$ cat src/rtl/robo_pkg.sv
// Shared types and helpers for the wall-following controller.
package robo_pkg;

  // Heading encodings
  localparam logic [1:0] HDG_N = 2'b00;
  localparam logic [1:0] HDG_S = 2'b01;
  localparam logic [1:0] HDG_L = 2'b10;
  localparam logic [1:0] HDG_O = 2'b11;

  typedef enum logic [2:0] {
    ST_SEEK      = 3'd0,
    ST_FOLLOW    = 3'd1,
    ST_POST_TURN = 3'd2,
    ST_DONE      = 3'd3,
    ST_TRAPPED   = 3'd4
  } state_e;

  // Counter width able to hold 0..max_v, never narrower than one bit
  function automatic int unsigned cnt_w(input int unsigned max_v);
    return (max_v == 0) ? 1 : $clog2(max_v + 1);
  endfunction

  // Counter-clockwise quarter turn: N->O->S->L->N
  function automatic logic [1:0] rot_ccw(input logic [1:0] h);
    case (h)
      HDG_N:   return HDG_O;
      HDG_O:   return HDG_S;
      HDG_S:   return HDG_L;
      default: return HDG_N;
    endcase
  endfunction

  // Clockwise quarter turn: N->L->S->O->N
  function automatic logic [1:0] rot_cw(input logic [1:0] h);
    case (h)
      HDG_N:   return HDG_L;
      HDG_L:   return HDG_S;
      HDG_S:   return HDG_O;
      default: return HDG_N;
    endcase
  endfunction

endpackage

$ cat src/rtl/robo_follower_if.sv
// Sensor-in / command-out bundle between front-end and controller.
interface robo_follower_if #(
  parameter int unsigned MW = 8
);
  logic          sense_valid;
  logic          head;
  logic          side;
  logic          avancar;
  logic          girar;
  logic          girar_dir;
  logic [1:0]    orient;
  logic [MW-1:0] moves;
  logic          done;
  logic          trapped;

  modport master (
    output sense_valid, head, side,
    input  avancar, girar, girar_dir, orient, moves, done, trapped
  );

  modport slave (
    input  sense_valid, head, side,
    output avancar, girar, girar_dir, orient, moves, done, trapped
  );
endinterface

$ cat src/rtl/robo_heading.sv
// Heading register, rotated a quarter turn on each turn strobe.
module robo_heading
  import robo_pkg::*;
#(
  parameter logic [1:0] INIT_ORIENT = HDG_N
) (
  input  logic       clock,
  input  logic       reset,
  input  logic       turn,
  input  logic       dir,
  output logic [1:0] orient
);

  logic [1:0] orient_d, orient_q;

  // Next heading: cw when dir=1, ccw when dir=0
  always_comb begin
    orient_d = orient_q;
    if (turn) begin
      orient_d = dir ? rot_cw(orient_q) : rot_ccw(orient_q);
    end
  end

  // Heading register
  always_ff @(posedge clock or posedge reset) begin
    if (reset) orient_q <= INIT_ORIENT;
    else       orient_q <= orient_d;
  end

  assign orient = orient_q;

endmodule

$ cat src/rtl/robo_follower.sv
// Wall-following controller: one registered command per sensor sample.
module robo_follower
  import robo_pkg::*;
#(
  parameter int unsigned HAND        = 0,
  parameter int unsigned MAX_MOVES   = 255,
  parameter int unsigned TURN_LIMIT  = 4,
  parameter logic [1:0]  INIT_ORIENT = 2'b00
) (
  input  logic            clock,
  input  logic            reset,
  robo_follower_if.slave  bus
);

  localparam int unsigned MW = cnt_w(MAX_MOVES);
  localparam int unsigned SW = cnt_w(TURN_LIMIT);
  localparam logic        TOWARD = 1'(HAND);
  localparam logic        AWAY   = ~TOWARD;
  localparam state_e      RST_STATE = (MAX_MOVES == 0) ? ST_DONE : ST_SEEK;
  localparam logic        RST_DONE  = (MAX_MOVES == 0);

  state_e        state_d, state_q;
  logic          avancar_d, avancar_q;
  logic          girar_d, girar_q;
  logic          girar_dir_d, girar_dir_q;
  logic [MW-1:0] moves_d, moves_q;
  logic [SW-1:0] streak_d, streak_q;
  logic          done_d, done_q;
  logic          trapped_d, trapped_q;
  logic          active_c;
  logic          budget_c;
  logic          trap_c;

  // FSM state register
  always_ff @(posedge clock or posedge reset) begin
    if (reset) state_q <= RST_STATE;
    else       state_q <= state_d;
  end

  // Next state from the command chosen this sample; budget wins over trap
  always_comb begin
    state_d = state_q;
    case (state_q)
      ST_SEEK:      if (girar_d) state_d = ST_FOLLOW;
      ST_FOLLOW:    if (girar_d && (girar_dir_d == TOWARD)) state_d = ST_POST_TURN;
      ST_POST_TURN: if (girar_d || avancar_d) state_d = ST_FOLLOW;
      default:      state_d = state_q;
    endcase
    if (budget_c)    state_d = ST_DONE;
    else if (trap_c) state_d = ST_TRAPPED;
    done_d    = (state_d == ST_DONE);
    trapped_d = (state_d == ST_TRAPPED);
  end

  // Command decode plus move/streak counter updates
  always_comb begin
    avancar_d   = 1'b0;
    girar_d     = 1'b0;
    girar_dir_d = 1'b0;
    active_c    = bus.sense_valid &&
                  ((state_q == ST_SEEK) || (state_q == ST_FOLLOW) || (state_q == ST_POST_TURN));
    if (active_c) begin
      case (state_q)
        ST_FOLLOW: begin
          if (!bus.side) begin
            girar_d     = 1'b1;
            girar_dir_d = TOWARD;
          end else if (!bus.head) begin
            avancar_d = 1'b1;
          end else begin
            girar_d     = 1'b1;
            girar_dir_d = AWAY;
          end
        end
        default: begin
          if (!bus.head) begin
            avancar_d = 1'b1;
          end else begin
            girar_d     = 1'b1;
            girar_dir_d = AWAY;
          end
        end
      endcase
    end

    moves_d  = moves_q;
    streak_d = streak_q;
    if (avancar_d) begin
      if (moves_q != MW'(MAX_MOVES)) moves_d = moves_q + MW'(1);
      streak_d = '0;
    end else if (girar_d) begin
      if (streak_q != SW'(TURN_LIMIT)) streak_d = streak_q + SW'(1);
    end

    budget_c = avancar_d && ((moves_q + MW'(1)) == MW'(MAX_MOVES));
    trap_c   = girar_d && ((streak_q + SW'(1)) == SW'(TURN_LIMIT));
  end

  // Registered outputs and counters
  always_ff @(posedge clock or posedge reset) begin
    if (reset) begin
      avancar_q   <= 1'b0;
      girar_q     <= 1'b0;
      girar_dir_q <= 1'b0;
      moves_q     <= '0;
      streak_q    <= '0;
      done_q      <= RST_DONE;
      trapped_q   <= 1'b0;
    end else begin
      avancar_q   <= avancar_d;
      girar_q     <= girar_d;
      girar_dir_q <= girar_dir_d;
      moves_q     <= moves_d;
      streak_q    <= streak_d;
      done_q      <= done_d;
      trapped_q   <= trapped_d;
    end
  end

  robo_heading #(
    .INIT_ORIENT (INIT_ORIENT)
  ) u_heading (
    .clock  (clock),
    .reset  (reset),
    .turn   (girar_d),
    .dir    (girar_dir_d),
    .orient (bus.orient)
  );

  assign bus.avancar   = avancar_q;
  assign bus.girar     = girar_q;
  assign bus.girar_dir = girar_dir_q;
  assign bus.moves     = moves_q;
  assign bus.done      = done_q;
  assign bus.trapped   = trapped_q;

endmodule

$ cat src/flat_wrapper.sv
// flat-port wrapper written by rule: the top's interface ports become plain ports
module robo_follower_flat import robo_pkg::*;
#(
  parameter int unsigned HAND        = 0,
  parameter int unsigned MAX_MOVES   = 255,
  parameter int unsigned TURN_LIMIT  = 4,
  parameter logic [1:0]  INIT_ORIENT = 2'b00
)
  (clock, reset, bus_sense_valid, bus_head, bus_side, bus_avancar, bus_girar, bus_girar_dir, bus_orient, bus_moves, bus_done, bus_trapped);
  robo_follower_if #(.MW(cnt_w(255))) bus_i ();
  input  logic clock;
  input  logic reset;
  input wire logic [$bits(bus_i.sense_valid)-1:0] bus_sense_valid;
  input wire logic [$bits(bus_i.head)-1:0] bus_head;
  input wire logic [$bits(bus_i.side)-1:0] bus_side;
  output wire logic [$bits(bus_i.avancar)-1:0] bus_avancar;
  output wire logic [$bits(bus_i.girar)-1:0] bus_girar;
  output wire logic [$bits(bus_i.girar_dir)-1:0] bus_girar_dir;
  output wire logic [$bits(bus_i.orient)-1:0] bus_orient;
  output wire logic [$bits(bus_i.moves)-1:0] bus_moves;
  output wire logic [$bits(bus_i.done)-1:0] bus_done;
  output wire logic [$bits(bus_i.trapped)-1:0] bus_trapped;
  assign bus_i.sense_valid = bus_sense_valid;
  assign bus_i.head = bus_head;
  assign bus_i.side = bus_side;
  assign bus_avancar = bus_i.avancar;
  assign bus_girar = bus_i.girar;
  assign bus_girar_dir = bus_i.girar_dir;
  assign bus_orient = bus_i.orient;
  assign bus_moves = bus_i.moves;
  assign bus_done = bus_i.done;
  assign bus_trapped = bus_i.trapped;
  robo_follower #(.HAND(HAND), .MAX_MOVES(MAX_MOVES), .TURN_LIMIT(TURN_LIMIT), .INIT_ORIENT(INIT_ORIENT)) u_core (.clock(clock), .reset(reset), .bus(bus_i));
endmodule
$ cat config.mk
export PLATFORM = sky130hd
export DESIGN_NAME = robo_follower_flat
export DESIGN_NICKNAME = d
export VERILOG_FILES = /design/src/rtl/robo_pkg.sv /design/src/rtl/robo_follower_if.sv /design/src/rtl/robo_heading.sv /design/src/rtl/robo_follower.sv /design/src/flat_wrapper.sv
export SDC_FILE = /design/constraint.sdc
export NUM_CORES = 1
export LEC_CHECK = 0
export ABC_CLOCK_PERIOD_IN_PS = 2029
export CAP_MARGIN = 20
export CORE_UTILIZATION = 45
export CTS_CLUSTER_DIAMETER = 100
export DETAILED_ROUTE_END_ITERATION = 8
export GPL_ROUTABILITY_DRIVEN = 1
export MAX_ROUTING_LAYER = met4
export PLACE_DENSITY = 0.69
export SLEW_MARGIN = 20
export SYNTH_ARGS = -nofsm -noshare
export SYNTH_HDL_FRONTEND = slang
export SYNTH_SLANG_ARGS = --single-unit
$ cat constraint.sdc
create_clock -name clock -period 2.03 [get_ports clock]
set_clock_uncertainty 0.1 [all_clocks]
set_input_delay 0.203 -clock clock [delete_from_list [all_inputs] [get_ports clock]]
set_output_delay 0.203 -clock clock [all_outputs]
set_load 0.02 [all_outputs]
==> results.py <==
metrics = {
    "setup_path": {
        "worst_path_max_delay_cell": "dfrtp_1",
        "crit_chain": "ha_2 -> or3b_1 -> a21oi_1 -> o2111ai_1 -> a21oi_1",
        "crit_path_start_kind": "register",
        "critPathCaptureType": "register",
        "max_stage_delay_ns": 0.46,
        "critPathTopFamily": "compound AO/OA/AOI/OAI gates",
        "required_ns": 2.16,
        "cp_common_cell": "a21oi_1",
        "regToRegSetupSlack_ns": 0.19,
        "crit_arrival_ns": 1.96,
        "path_buf_inv": 0,
        "criticalPathCategory": "reg2reg",
        "worstPathMaxFanout": 7,
    },
    "final_layout": {
        "n_fill_cell": 230,
        "antennaDiodeCount": 0,
        "design_area_mm2": 0.001486,
        "drive_gt1_share_pct": 10.67,
        "layout_common_cells": "21 x dfrtp_1, 19 x clkdlybuf4s50_1, 15 x nand2_1",
        "final_common_cell": "dfrtp_1",
        "final_nets": 164,
        "syn_to_final_growth_pct": 24.14,
    },
    "timing": {
        "finalCriticalPeriod_ns": 1.837,
        "worst_slew_pin_slew_ns": 0.3416,
        "tns_ns": 0,
        "relSlewSlack_pct": 77.21,
        "setup_viol": 0,
        "min_period_over_period_pct": 90.48,
        "fmaxAchievable_mhz": 544.4,
        "rsz0062_at_grt": "false",
        "hold_violations": 0,
        "maxSlewViolCount": 0,
        "hold_slack_ns": 0.1142,
    },
    "synthesis": {
        "synth_cell_types": 36,
        "netlist_instances": 123,
        "syn_avg_cell_area_um2": 9.735,
        "synth_seq_area_share_pct": 43.89,
        "ys_warn_count": 0,
        "syn_nets": 136,
        "yosys_register_bits": 21,
        "syn_area_mm2": 0.001197,
    },
    "floorplan": {
        "fp.dieW_um": 53.59,
        "start_util_pct": 47.90,
        "fp.coreArea_mm2": 0.002500,
        "die_area_mm2": 0.002871,
        "die_h_um": 53.59,
        "ios": 20,
        "rows": 18,
    },
    "place": {
        "globalplace.congestion": 0.8378,
        "placed_area_mm2": 0.001458,
        "portBuffers": 19,
        "post-dp-hpwl_um": 1783,
    },
    "clocking": {
        "cts_hold_buffers": 0,
        "clk_latency_ns": 0.30,
        "clk_root_buffer_cell": "clkbuf_4",
        "cts_tree": "built",
        "cts_buffers": 3,
        "clock_sinks": 21,
        "htree_levels": 1,
        "clockBufferDepth": 2,
        "path_clk_slew_ns": 0.12,
    },
    "global_route": {
        "grt_pass1_vias": 918,
        "grt.overflow.total": 0,
        "antenna_found_initial": 0,
        "grt_pass1_wl_um": 4119,
        "grt_max_degree": 22,
        "globalRouteTotalUtil_pct": 20.66,
    },
    "pwr": {
        "p_total_uw": 640.4,
        "power_density_mw_per_mm2": 430.8,
        "power_leakage_uw": 0.0006899,
        "vdd_drop_max_uv": 402.5,
    },
    "detailed_routing": {
        "avgRoutedWirePerCell_um": 13.52,
        "ant_nets": 0,
        "vias": 950,
        "drt_iter0_drc": 13,
        "drc": 0,
        "wirelength_um": 2434,
        "dr.pass1.iters": 4,
        "vias_per_cell": 5.278,
    },
    "job": {
        "cap_violations": 0,
    },
    "outcome": {
        "outcome": "finished clean",
    },
    "hold_path": {
        "hold_path_class": "in2async",
    },
}
## worst min-delay path: cells and delay by family
family	cells	cell delay, ns
buf+inv	3	0.71
## worst paths after layout
kind / start / cells after the start / endpoint
min in group clock: u_core.u_heading.orient[0] / 2 / u_core.u_heading.orient[0]
setup / recovery: u_core.bus.moves[1] / 5 / u_core.bus.done
hold reg to reg: u_core.u_heading.orient[0] / 2 / u_core.u_heading.orient[0]
max in group asynchronous: reset / 3 / u_core.state_q[0]
setup reg to reg: u_core.bus.moves[1] / 5 / u_core.bus.done
hold / removal: reset / 3 / u_core.streak_q[2]
## routing by layer
layer | track usage (%) | routed length (um)
met5 | - | 0
met4 | 10.09 | 54
met3 | 3.390 | 81
met1 | 24.43 | 1087
met2 | 33.96 | 1210
## cell usage after synthesis
master	number	area (um^2)
a211oi_4	1	20.02
a21oi_1	10	50.05
a2bb2oi_1	1	8.760
a32o_1	1	10.01
and2_1	1	6.260
and2b_1	1	7.510
and3_1	3	18.77
and3b_1	1	8.760
buf_2	1	5.000
buf_4	1	7.510
dfrtp_1	21	525.5
ha_1	8	100.1
inv_1	11	41.29
mux2_2	1	11.26
mux2i_1	1	10.01
nand2_1	15	56.30
nand2b_1	3	18.77
nand2b_4	1	13.76
nand3_1	3	15.01
nand3b_1	1	7.510
nand4_1	1	6.260
nand4_2	1	12.51
nor2_1	7	26.28
nor3_1	1	5.000
nor3b_2	1	12.51
o2111ai_1	1	8.760
o21ai_0	8	40.04
o22a_1	1	8.760
o22ai_1	1	6.260
o31a_2	1	10.01
o32ai_1	1	8.760
or2b_1	1	7.510
or3_1	1	6.260
or3b_1	1	8.760
xnor2_1	7	61.31
xor2_1	3	26.28
## through the flow
stage	setup slack [ns]	utilization (%)	cells
2_1_floorplan	0.2560	-	123
3_3_place_gp	0.1168	58.31	176
3_5_place_dp	0.07672	58.31	176
4_1_cts	0.1400	59.36	180
5_1_grt	0.02500	59.46	180
6_report	0.1932	59.46	180
## sequential cells by signal (all words and copies together), names as in the netlist
name                     flops
u_core.bus.moves             8
u_core.state_q               3
u_core.streak_q              3
u_core.u_heading.orient      2
u_core.bus.avancar           1
u_core.bus.done              1
u_core.bus.girar             1
u_core.bus.girar_dir         1
u_core.bus.trapped           1
## kinds of logic (layout without fill, tap and decap cells)
logic type,after synthesis,in the layout,synth area share [%]
flip-flops,21,21,43.89
AND/OR/NAND/NOR,43,43,19.85
XOR/XNOR,10,10,7.315
AO/OA/AOI/OAI,26,26,14.32
buffers and inverters,13,40,4.493
multiplexers,2,2,1.776
adder cells (fa/ha/maj),8,8,8.360
## layout make-up
type	count	area [um^2]	area share (%)
sequential	21	525.5	35.35
timing repair buffer	25	235.2	15.82
tap	30	37.54	2.525
clock buffer	4	26.28	1.768
multi-input combinational	89	620.6	41.75
inverter	11	41.29	2.778
## report_power, final
group / switching (uW) / internal [uW] / leakage, uW
Combinational: 13.8 / 10.4 / 0.000408
Clock: 122 / 76.5 / 0.0000150
Sequential: 0.000000378 / 418 / 0.000267
## timing repair
| item | CTS | global route |
|---|---|---|
| buffers inserted | 0 | 0 |
| gates resized for setup | 0 | 1 |
| setup endpoints to repair | 0 | 1 |
| endpoints found under the hold margin | 0 | 0 |
(Power assumes the default switching activity.)
